File: config.mk
export PLATFORM = sky130hd
export DESIGN_NAME = y86_fetch_unit
export DESIGN_NICKNAME = d
export VERILOG_FILES = /design/src/rtl/y86_fetch_unit_pkg.sv /design/src/rtl/y86_predecode.sv /design/src/rtl/y86_fetch_unit.sv
export SDC_FILE = /design/constraint.sdc
export NUM_CORES = 1
export LEC_CHECK = 0
export CORE_ASPECT_RATIO = 1.2
export CORE_MARGIN = 2
export CORE_UTILIZATION = 35
export CTS_CLUSTER_SIZE = 10
export DETAILED_ROUTE_END_ITERATION = 6
export PLACE_DENSITY = 0.61
export SLEW_MARGIN = 25
export SYNTH_ARGS = -nofsm -noshare
export SYNTH_HDL_FRONTEND = slang
export SYNTH_SLANG_ARGS = --single-unit
File: constraint.sdc
create_clock -name clk_i -period 9.56 [get_ports clk_i]
set_input_delay 1.912 -clock clk_i [delete_from_list [all_inputs] [get_ports clk_i]]
set_output_delay 1.912 -clock clk_i [all_outputs]
set_load 0.01 [all_outputs]
File: src/rtl/y86_fetch_unit_pkg.sv
// ---------------------------------------------------------------------------
// y86_fetch_unit_pkg: Y86-64 icode/stat constants and fetch FSM states.
// Rev 1.0
// ---------------------------------------------------------------------------
`default_nettype none

package y86_fetch_unit_pkg;

  localparam logic [3:0] IHALT   = 4'h0;
  localparam logic [3:0] INOP    = 4'h1;
  localparam logic [3:0] IRRMOVQ = 4'h2;
  localparam logic [3:0] IIRMOVQ = 4'h3;
  localparam logic [3:0] IRMMOVQ = 4'h4;
  localparam logic [3:0] IMRMOVQ = 4'h5;
  localparam logic [3:0] IOPQ    = 4'h6;
  localparam logic [3:0] IJXX    = 4'h7;
  localparam logic [3:0] ICALL   = 4'h8;
  localparam logic [3:0] IRET    = 4'h9;
  localparam logic [3:0] IPUSHQ  = 4'hA;
  localparam logic [3:0] IPOPQ   = 4'hB;

  localparam logic [2:0] SAOK = 3'd1;
  localparam logic [2:0] SHLT = 3'd2;
  localparam logic [2:0] SADR = 3'd3;
  localparam logic [2:0] SINS = 3'd4;

  localparam logic [3:0] RNONE = 4'hF;

  typedef enum logic [2:0] {
    ST_FETCH_OP    = 3'd0,
    ST_FETCH_REG   = 3'd1,
    ST_FETCH_CONST = 3'd2,
    ST_DONE        = 3'd3,
    ST_WAIT_PC     = 3'd4,
    ST_HALTED      = 3'd5
  } fetch_state_e;

  // Byte length of an instruction: opcode byte, optional regid byte, optional 8-byte constant.
  function automatic logic [63:0] instr_len(input logic need_regids, input logic need_valc);
    return 64'd1 + {63'd0, need_regids} + (need_valc ? 64'd8 : 64'd0);
  endfunction

endpackage

`default_nettype wire

File: src/rtl/y86_predecode.sv
// ---------------------------------------------------------------------------
// y86_predecode: icode -> legality and operand-byte requirements.
// Rev 1.0
// ---------------------------------------------------------------------------
`default_nettype none

module y86_predecode (
  input  logic [3:0] icode,
  output logic       instr_valid,
  output logic       need_regids,
  output logic       need_valc
);
  import y86_fetch_unit_pkg::*;

  always_comb begin
    instr_valid = 1'b1;
    need_regids = 1'b0;
    need_valc   = 1'b0;
    case (icode)
      IHALT, INOP, IRET: begin
      end
      IRRMOVQ, IOPQ, IPUSHQ, IPOPQ: begin
        need_regids = 1'b1;
      end
      IIRMOVQ, IRMMOVQ, IMRMOVQ: begin
        need_regids = 1'b1;
        need_valc   = 1'b1;
      end
      IJXX, ICALL: begin
        need_valc = 1'b1;
      end
      default: begin
        instr_valid = 1'b0;
      end
    endcase
  end

endmodule

`default_nettype wire

File: src/rtl/y86_fetch_unit.sv
// ---------------------------------------------------------------------------
// y86_fetch_unit: byte-serial Y86-64 instruction fetch with valid/ready output.
// Optional imem watchdog: FETCH_TIMEOUT_EN. Rev 1.0
// ---------------------------------------------------------------------------
`default_nettype none

module y86_fetch_unit #(
  parameter logic [63:0] RESET_PC       = 64'h0,
  parameter int          TIMEOUT_CYCLES = 255
) (
  input  logic        clk_i,
  input  logic        rst_i,
  output logic        imem_req_o,
  output logic [63:0] imem_addr_o,
  input  logic        imem_rvalid_i,
  input  logic [7:0]  imem_rdata_i,
  input  logic        imem_err_i,
  output logic        instr_valid_o,
  input  logic        instr_ready_i,
  output logic [3:0]  icode_o,
  output logic [3:0]  ifun_o,
  output logic [3:0]  rA_o,
  output logic [3:0]  rB_o,
  output logic [63:0] valC_o,
  output logic [63:0] valP_o,
  output logic [63:0] pc_o,
  input  logic        pc_load_i,
  input  logic [63:0] pc_next_i,
  output logic [2:0]  stat_o
);
  import y86_fetch_unit_pkg::*;

  fetch_state_e state;
  logic         req;
  logic         valid;
  logic [63:0]  pc;
  logic [63:0]  valc;
  logic [63:0]  valp;
  logic [63:0]  addr;
  logic [3:0]   icode;
  logic [3:0]   ifun;
  logic [3:0]   ra;
  logic [3:0]   rb;
  logic [2:0]   stat;
  logic [2:0]   kcnt;
  logic         need_regids;
  logic         need_valc;
  logic         pd_valid;
  logic         pd_regids;
  logic         pd_valc;
  logic         retire;
  logic         load_pc;
  logic         timeout;

  y86_predecode u_predecode (
    .icode       (imem_rdata_i[7:4]),
    .instr_valid (pd_valid),
    .need_regids (pd_regids),
    .need_valc   (pd_valc)
  );

  assign retire  = (state == ST_DONE) && instr_ready_i;
  // A next-PC strobe only counts when the unit is actually waiting for one.
  assign load_pc = pc_load_i &&
                   ((state == ST_WAIT_PC) ||
                    (retire && (stat == SAOK) && (icode != IHALT)));

  always_comb begin
    addr = pc;
    case (state)
      ST_FETCH_REG:   addr = pc + 64'd1;
      ST_FETCH_CONST: addr = pc + (need_regids ? 64'd2 : 64'd1) + {61'd0, kcnt};
      default:        addr = pc;
    endcase
  end

`ifdef FETCH_TIMEOUT_EN
  localparam int TMO_W = (TIMEOUT_CYCLES > 255) ? $clog2(TIMEOUT_CYCLES + 1) : 8;
  logic [TMO_W-1:0] tmo_cnt;

  always_ff @(posedge clk_i) begin
    if (rst_i || !req || imem_rvalid_i || timeout) begin
      tmo_cnt <= '0;
    end else begin
      tmo_cnt <= tmo_cnt + TMO_W'(1);
    end
  end

  assign timeout = req && !imem_rvalid_i && (tmo_cnt == TMO_W'(TIMEOUT_CYCLES - 1));
`else
  logic unused_timeout_cfg;
  assign unused_timeout_cfg = (TIMEOUT_CYCLES == 0);
  assign timeout            = 1'b0;
`endif

  always_ff @(posedge clk_i) begin
    if (rst_i) begin
      state       <= ST_FETCH_OP;
      pc          <= RESET_PC;
      req         <= 1'b0;
      valid       <= 1'b0;
      icode       <= IHALT;
      ifun        <= 4'h0;
      ra          <= RNONE;
      rb          <= RNONE;
      valc        <= 64'd0;
      valp        <= 64'd0;
      stat        <= SAOK;
      kcnt        <= 3'd0;
      need_regids <= 1'b0;
      need_valc   <= 1'b0;
    end else if (load_pc) begin
      state       <= ST_FETCH_OP;
      pc          <= pc_next_i;
      req         <= 1'b0;
      valid       <= 1'b0;
      icode       <= IHALT;
      ifun        <= 4'h0;
      ra          <= RNONE;
      rb          <= RNONE;
      valc        <= 64'd0;
      valp        <= 64'd0;
      stat        <= SAOK;
      kcnt        <= 3'd0;
      need_regids <= 1'b0;
      need_valc   <= 1'b0;
    end else begin
      case (state)
        ST_FETCH_OP, ST_FETCH_REG, ST_FETCH_CONST: begin
          if (!req) begin
            req <= 1'b1;
          end else if (imem_rvalid_i && imem_err_i) begin
            stat  <= SADR;
            req   <= 1'b0;
            valid <= 1'b1;
            state <= ST_DONE;
          end else if (imem_rvalid_i) begin
            if (state == ST_FETCH_OP) begin
              icode       <= imem_rdata_i[7:4];
              ifun        <= imem_rdata_i[3:0];
              need_regids <= pd_regids;
              need_valc   <= pd_valc;
              valp        <= pc + instr_len(pd_regids, pd_valc);
              if (!pd_valid) begin
                stat  <= SINS;
                req   <= 1'b0;
                valid <= 1'b1;
                state <= ST_DONE;
              end else if (pd_regids) begin
                state <= ST_FETCH_REG;
              end else if (pd_valc) begin
                state <= ST_FETCH_CONST;
              end else begin
                req   <= 1'b0;
                valid <= 1'b1;
                state <= ST_DONE;
              end
            end else if (state == ST_FETCH_REG) begin
              ra <= imem_rdata_i[7:4];
              rb <= imem_rdata_i[3:0];
              if (need_valc) begin
                state <= ST_FETCH_CONST;
              end else begin
                req   <= 1'b0;
                valid <= 1'b1;
                state <= ST_DONE;
              end
            end else begin
              valc[{kcnt, 3'b000} +: 8] <= imem_rdata_i;
              kcnt <= kcnt + 3'd1;
              if (kcnt == 3'd7) begin
                req   <= 1'b0;
                valid <= 1'b1;
                state <= ST_DONE;
              end
            end
          end else if (timeout) begin
            stat  <= SADR;
            req   <= 1'b0;
            valid <= 1'b1;
            state <= ST_DONE;
          end
        end
        ST_DONE: begin
          if (retire) begin
            valid <= 1'b0;
            if (stat != SAOK) begin
              state <= ST_HALTED;
            end else if (icode == IHALT) begin
              stat  <= SHLT;
              state <= ST_HALTED;
            end else begin
              state <= ST_WAIT_PC;
            end
          end
        end
        ST_WAIT_PC, ST_HALTED: begin
        end
        default: begin
          state <= ST_HALTED;
        end
      endcase
    end
  end

  assign imem_req_o    = req;
  assign imem_addr_o   = addr;
  assign instr_valid_o = valid;
  assign icode_o       = icode;
  assign ifun_o        = ifun;
  assign rA_o          = ra;
  assign rB_o          = rb;
  assign valC_o        = valc;
  assign valP_o        = valp;
  assign pc_o          = pc;
  assign stat_o        = stat;

endmodule

`default_nettype wire

==> impl_results.md, run 1 <==
- Status: complete, no violations
- First-pass GRT wire length: between 60000 and 70000 µm
- Number of flops mapped to enable cells by yosys: 0
- Filler cell count in the final layout: between 3000 and 4000
- Post-synth top area share: about two fifths
- Leakage: 5.178 nW
- Reg2Reg Depth: 8
- Setup tns final: 0 ns
- Dominant cell type by area after synthesis: dfxtp_1
- Final worst setup slack: 2.923 ns
- CP max stage cell: nor3_1
- Nets@finish: 1830
- Crit start category: flip-flop
- H-tree depth: 1
- IO Pins: 355
- Clock transition at path regs: ~0.06 ns
- Unique masters post-synth: 67
- Routability congestion estimate: 0.9477
- Final setup viols: 0
- Peak VDD IR: 110.7 µV
- Clock buffer depth: 3
- Pwr Density: 132.1 nW/µm²
- Worst-Margin Slew: between 1 and 1.5 ns
- Vias in the first global route: roughly 11000
- Hold crit path type: flip-flop to flip-flop
- Total of max-cap violations: 0
- R2R Path End: imem_req_o
- #FFs+latches synth: around 220
- GRT overflow: 0
- PortBufs: 354
- Hold Path Depth: 2
- Initial DRC Count: 962
- Hold Buf Count CTS: 0
- Sequential share of power: a little under half
- RSZ-0062 raised after global routing: no
- Critical path's top delay family: simple AND/OR/NAND/NOR gates
- Internal power: 0.001558 W
- Total GRT Usage: 25.60%
- Reg2reg start: stat_o[0]
- Post-DP HPWL: roughly 33000 µm
- Worst Setup SP: kcnt[1]
- Via density: between 5 and 6
- Combinational power share: a little under a tenth
- Die X: 168.5 µm
- Later-pin clock latency in the skew report: around 0.54 ns
- DR DRC count: 0
- Final hold violation count: 0
- Worst relative slew slack: between 30% and 40%
- Post-layout min period: between 6 and 7 ns
- Final Max Tran Viols: 0
- Clk_skew: between 0.01 and 0.015 ns
- CTS sink cnt: 221
- Share of cells above drive strength 1: under 10%
- Largest net degree at the start of global routing: ~110
- Clock Power Share: a little over two fifths
- Peak Freq: 0.1507 GHz
- CP Max Fanout: 8
- Post-synth net total: between 1500 and 2000
- Core Region: between 30000 and 40000 µm²
- Most frequent CP cell: inv_1
- Crit end category: output pin
- CTS tree: yes
- Min-Delay Endpoint: valC_o[11]
- Antenna Diode Count: 0
- Row cnt: 72
- Initial antenna violation count: 0
- Number of buffers created by CTS: 27
- Routed Antenna Nets: 0
- Most frequent cells after synthesis: 277 x nand2_1, 221 x dfxtp_1, 172 x nor2_1
- Mapped cell area: approximately 11000 µm²
- R2R Setup Slk: about 5.9 ns
- Initial core utilization: between 30 and 40%
- Avg Cell Area, Syn: about 7.7 µm²
- Most used DFF post-synth: dfxtp_1
- WP data arrival: 4.73 ns
- Max stage delay on crit path: around 0.87 ns
- Post-DR wirelength/cell: ~21 µm
- Setup slack at placement: 3.338 ns
- Yosys warns: 0
- Buf/Inv on CP: 4
- Final Cycle Share: about 70%
- Switching part of the total: ~25%
- Root Buffer: clkbuf_16
- Cells after Synth: 1473
- Synth area leaders: dfxtp_1 39%, nand2_1 9.1%, a21oi_1 6.2%
- Hold path start: valC_o[11]
- Seq/Total Area, Yosys: 38.92%
- FF+latch area: ~4400 µm²
- Critical-path cell list: inv_1, fa_1, inv_1, ha_1, inv_1, fa_1, nor2b_1, o211a_1, o21ai_1, nor3_1, nand2_1, xnor2_1, clkdlybuf4s50_1
- Asr flop ratio synth: 0%
- Post-CTS setup buffers: 0
- Top-count cell post-synth: nand2_1
- Area of the multi-input gates: around 6300 µm²
- Crit Path Category: flip-flop to output pin
- Die Ht: 201.4 µm
- Final Routed Wirelength: approximately 45000 µm
- Die footprint: roughly 34000 µm²
- Cts repair resizes: 0
- P&R area growth vs syn: 37.86%
- Total vias in the final route: between 10000 and 15000
- Critical path required time: between 7 and 8 ns
- Switch Pwr: ~0.00051 W
- DR pass1 iterations: 6
## layout by cell type (no fill, tap or decap), types with 4 or more instances in the layout
master / instances
clkdlybuf4s50_1: 353
nand2_1: 277
dfxtp_1: 221
nor2_1: 172
a21oi_1: 140
nand3_1: 71
xnor2_1: 67
a211oi_1: 55
xor2_1: 54
nor3_1: 37
nand4_1: 36
clkbuf_16: 27
inv_1: 18
and3_1: 16
ha_1: 15
mux2i_1: 13
or4_1: 10
and4_1: 10
or3_1: 10
nor4_1: 10
buf_4: 8
nor2b_1: 7
o21ai_0: 6
a211oi_2: 6
o211ai_1: 5
nand2b_1: 4
a31oi_1: 4
nor3b_1: 4
nor3_2: 4
clkbuf_1: 4
## power groups by stage
stage | Sequential (W) | Clock (W) | Combinational (W)
floorplan | 0.000985 | 0 | 0.0000870
global placement | 0.000984 | 0 | 0.000200
detailed placement | 0.000984 | 0 | 0.000200
CTS | 0.000964 | 0.000930 | 0.000201
global route | 0.000967 | 0.000962 | 0.000216
finish | 0.000964 | 0.000907 | 0.000200
## layout make-up
type / count / area share [%]
multi-input combinational: 1103 / 40.36
sequential: 221 / 28.23
timing repair buffer: 363 / 23.03
clock buffer: 33 / 4.582
tap: 407 / 3.249
inverter: 18 / 0.4311
clock inverter: 3 / 0.1118
## worst max-delay path by stage
stage                           end  slack [ns]  depth (start not counted)
floorplan           imem_addr_o[39]        4.56                         12
finish              imem_addr_o[43]        2.92                         13
global placement         valP_o[56]        3.38                         11
detailed placement       valP_o[56]        3.34                         11
CTS                 imem_addr_o[43]        2.90                         13
global route        imem_addr_o[43]        2.63                         13
## per-layer routing
metal  vias to the layer above  part of all wire (%)  track usage [%]
li1                       5563                     -                -
met2                       524                    49            44.87
met5                         -                     0                0
met1                      5448                    40            29.66
met3                        90                   7.8            6.216
met4                         0                   4.0            10.75
## worst min-delay path, stage by stage (launching register included)
cell     delay [ns]
dfxtp_1        0.30
nand2_1        0.05
a21oi_1        0.05
## flip-flops by register name (all words and copies together), names as in the netlist
| name | cells |
|---|---|
| pc_o | 64 |
| rB_o | 4 |
| instr_valid_o | 1 |
| valC_o | 64 |
| need_regids | 1 |
| state | 3 |
| kcnt | 3 |
| stat_o | 3 |
| rA_o | 4 |
| icode_o | 4 |
| imem_req_o | 1 |
| valP_o | 64 |
| need_valc | 1 |
| ifun_o | 4 |
## per-stage QoR
stage | cell area, µm² | power, W | std cells | util, % | hold WS (ns)
5_1_grt | 15670 | 0.002145 | 2148 | 48.73 | 0.4651
6_report | 15670 | 0.002071 | 2148 | 48.73 | 0.4528
3_3_place_gp | 14930 | 0.001183 | 2112 | 46.41 | 0.4420
3_5_place_dp | 14930 | 0.001184 | 2112 | 46.41 | 0.4465
2_1_floorplan | 11370 | 0.001072 | 1473 | - | 0.4538
4_1_cts | 15660 | 0.002095 | 2148 | 48.70 | 0.4542
## cell families after synthesis
| kind of cell | synth area share, % |
|---|---|
| and+or+nand+nor | 29.07 |
| AOI/OAI and AO/OA | 13.68 |
| DFF | 38.92 |
| buffers and inverters | 5.690 |
| xor gates and xnor gates | 9.322 |
| adders and majority gates | 2.179 |
| muxes | 1.145 |
Power figures use the tool's default switching activity.
==> run 2, diff against run 1 <==
- PLACE_DENSITY: 0.61 -> 0.63
- clock period: 9.56 -> 5.86 ns (I/O delays scaled with it)
==> run 2 against run 1 <==
Register-to-register slack lost 3.4 ns. Die area is the same. Critical path type unchanged. Via count is essentially flat. Largest power group unchanged. Largest cell class unchanged.
==> impl_results.md, run 2 (synthesis gave the netlist of run 1 again) <==
- Crit Path Category: flip-flop to output pin
- Post-DP HPWL: 32900 µm (-1.2%)
- Nets@finish: 1846 (+0.87%)
- Internal power: 0.002559 W (+64%)
- Worst relative slew slack: 31.87% (+1.0 points)
- Total of max-cap violations: 0 (unchanged)
- Leakage: 5.257 nW (+1.5%)
- CTS tree: yes
- Clock buffer depth: 3 (unchanged)
- Clock Power Share: 43.9% (about the same)
- R2R Path End: valP_o[47]
- Core Region: 32160 µm² (unchanged)
- CP Max Fanout: 9 (+1)
- Initial antenna violation count: 0 (unchanged)
- Root Buffer: clkbuf_16
- RSZ-0062 raised after global routing: no
- Non-Filler Instances: 2164 (+0.74%)
- Die footprint: 33940 µm² (unchanged)
- Final Routed Wirelength: 44510 µm (-1.1%)
- Die Ht: 201.4 µm (unchanged)
- Status: complete, no violations
- Share of cells above drive strength 1: 5.239% (+1.0 points)
- Final Max Tran Viols: 0 (unchanged)
- Routed Antenna Nets: 0 (unchanged)
- Later-pin clock latency in the skew report: 0.54 ns (about the same)
- Peak VDD IR: 154.1 µV (+39%)
- Commonest non-fill, non-tap cell in the layout: clkdlybuf4s50_1
- Critical path destination: imem_addr_o[43]
- Placed Cells: 2127 (+0.71%)
- GRT overflow: 0 (unchanged)
- Worst Setup SP: pc_o[1]
- DP Area: 15050 µm² (+0.84%)
- Via density: 5.375 (-0.68%)
- Clock transition at path regs: 0.07 ns (about the same)
- Post-route cell area: 15820 µm² (+0.96%)
- Die X: 168.5 µm (unchanged)
- Peak Freq: ~0.18 GHz
- Row cnt: 72 (unchanged)
- H-tree depth: 1 (unchanged)
- Crit start category: flip-flop
- Final worst setup slack: 0.2484 ns (-2.675 ns)
- Final setup viols: 0 (unchanged)
- Filler cell count in the final layout: 3140 (+0.35%)
- Post-layout min period: approximately 5.6 ns
- Setup slack at placement: 0.7017 ns (-2.636 ns)
- DR DRC count: 0 (unchanged)
- Reg2reg start: icode_o[3]
- Critical path required time: 4.69 ns (-2.96 ns)
- Switch Pwr: 0.0008376 W (+63%)
- Largest net degree at the start of global routing: 98 (-9.3%)
- Post-DR wirelength/cell: 20.57 µm (-1.8%)
- Clk_skew: 0.01824 ns (+0.006520 ns)
- Crit end category: output pin
- Total vias in the final route: 11630 (+0.060%)
- DR pass1 iterations: 5 (-1)
- Initial core utilization: 35.35% (unchanged)
- Hold Path Depth: 2 (unchanged)
- WP data arrival: 4.44 ns (-0.29 ns)
- Number of buffers created by CTS: 27 (unchanged)
- Commonest non-fill, non-tap cells in the layout: 353 x clkdlybuf4s50_1, 277 x nand2_1, 219 x dfxtp_1, 172 x nor2_1, 140 x a21oi_1
- Initial DRC Count: 1007 (+4.7%)
- IO Pins: 355 (unchanged)
- Pwr Density: 214.6 nW/µm² (+62%)
- Hold crit path type: flip-flop to flip-flop
- Final Cycle Share: a little over nine tenths
- Switching part of the total: 24.66% (-0.089 points)
- Setup tns final: 0 ns (unchanged)
- Worst-Margin Slew: 1.014 ns (-0.01560 ns)
- Sequential share of power: 46.3% (-0.3 points)
- P&R area growth vs syn: 39.18%
- Reg2Reg Depth: 8 (unchanged)
- CTS sink cnt: 221 (unchanged)
- Vias in the first global route: 11220 (+1.7%)
- PortBufs: 354 (unchanged)
- Final hold violation count: 0 (unchanged)
- R2R Setup Slk: 2.52 ns (-3.39 ns)
- First-pass GRT wire length: 67330 µm (unchanged)
- Routability congestion estimate: 0.9495 (+0.19%)
- Combinational power share: 9.8% (+0.2 points)
- Total GRT Usage: 25.24% (-0.35 points)
run 2: worst min-delay path by stage:
stage	start	end	slack, ns
after floorplan	need_regids	need_regids	0.45
after global placement	valC_o[62]	valC_o[62]	0.44
after detailed placement	valC_o[33]	valC_o[33]	0.45
after CTS	valC_o[33]	valC_o[33]	0.45
after global routing	valC_o[62]	valC_o[62]	0.47
final	valC_o[62]	valC_o[62]	0.45
run 2: layout make-up:
type	count	area, µm²	area share, %
multi-input cells	1103	6324	39.97
flip-flops and latches	221	4427	27.98
repair buffers	379	3751	23.71
clock buffers	33	728.2	4.602
well taps	407	509.2	3.218
inverters	18	67.56	0.4270
clock inverters	2	13.76	0.08698
diodes	1	2.502	0.01582
run 2: worst max-delay path, stage by stage (launching register included):
cell and delay [ns]:
dfxtp_2 0.41, inv_1 0.11, fa_1 0.48, inv_1 0.07
ha_1 0.17, inv_1 0.06, fa_1 0.40, nor2b_1 0.25
o211a_1 0.22, o21ai_1 0.17, nor3_1 0.64, nand2_1 0.17
xnor2_1 0.19, clkdlybuf4s50_1 0.56
run 2: power by group through the flow:
stage | sequential, W | clock (W) | combinational (W)
floorplan | 0.00161 | 0 | 0.000142
global route | 0.00158 | 0.00157 | 0.000360
detailed placement | 0.00160 | 0 | 0.000334
CTS | 0.00157 | 0.00152 | 0.000335
global placement | 0.00160 | 0 | 0.000333
finish | 0.00157 | 0.00149 | 0.000333
run 2: per-layer routing:
layer	vias up	track usage, %	wire length, µm	part of all wire (%)
met4	0	9.637	1649	3.7
met5	-	0	0	0
li1	5590	-	-	-
met3	90	6.039	3692	8.3
met2	530	44.81	21920	49
met1	5422	29.23	17250	39
run 2: through the flow:
stage | util (%) | power, W | hold slack, ns
after floorplan | - | 0.001749 | 0.4538
after global placement | 46.80 | 0.001935 | 0.4422
after detailed placement | 46.80 | 0.001937 | 0.4463
after CTS | 49.11 | 0.003425 | 0.4536
after global routing | 49.19 | 0.003505 | 0.4689
final | 49.20 | 0.003396 | 0.4515
run 2: what timing repair did:
item / in CTS / in global routing
gates resized for setup: 0 / 3
buffers inserted: 0 / 0
setup endpoints to repair: 0 / 4
hold buffers: 0 / 0
hold endpoints to repair: 0 / 0
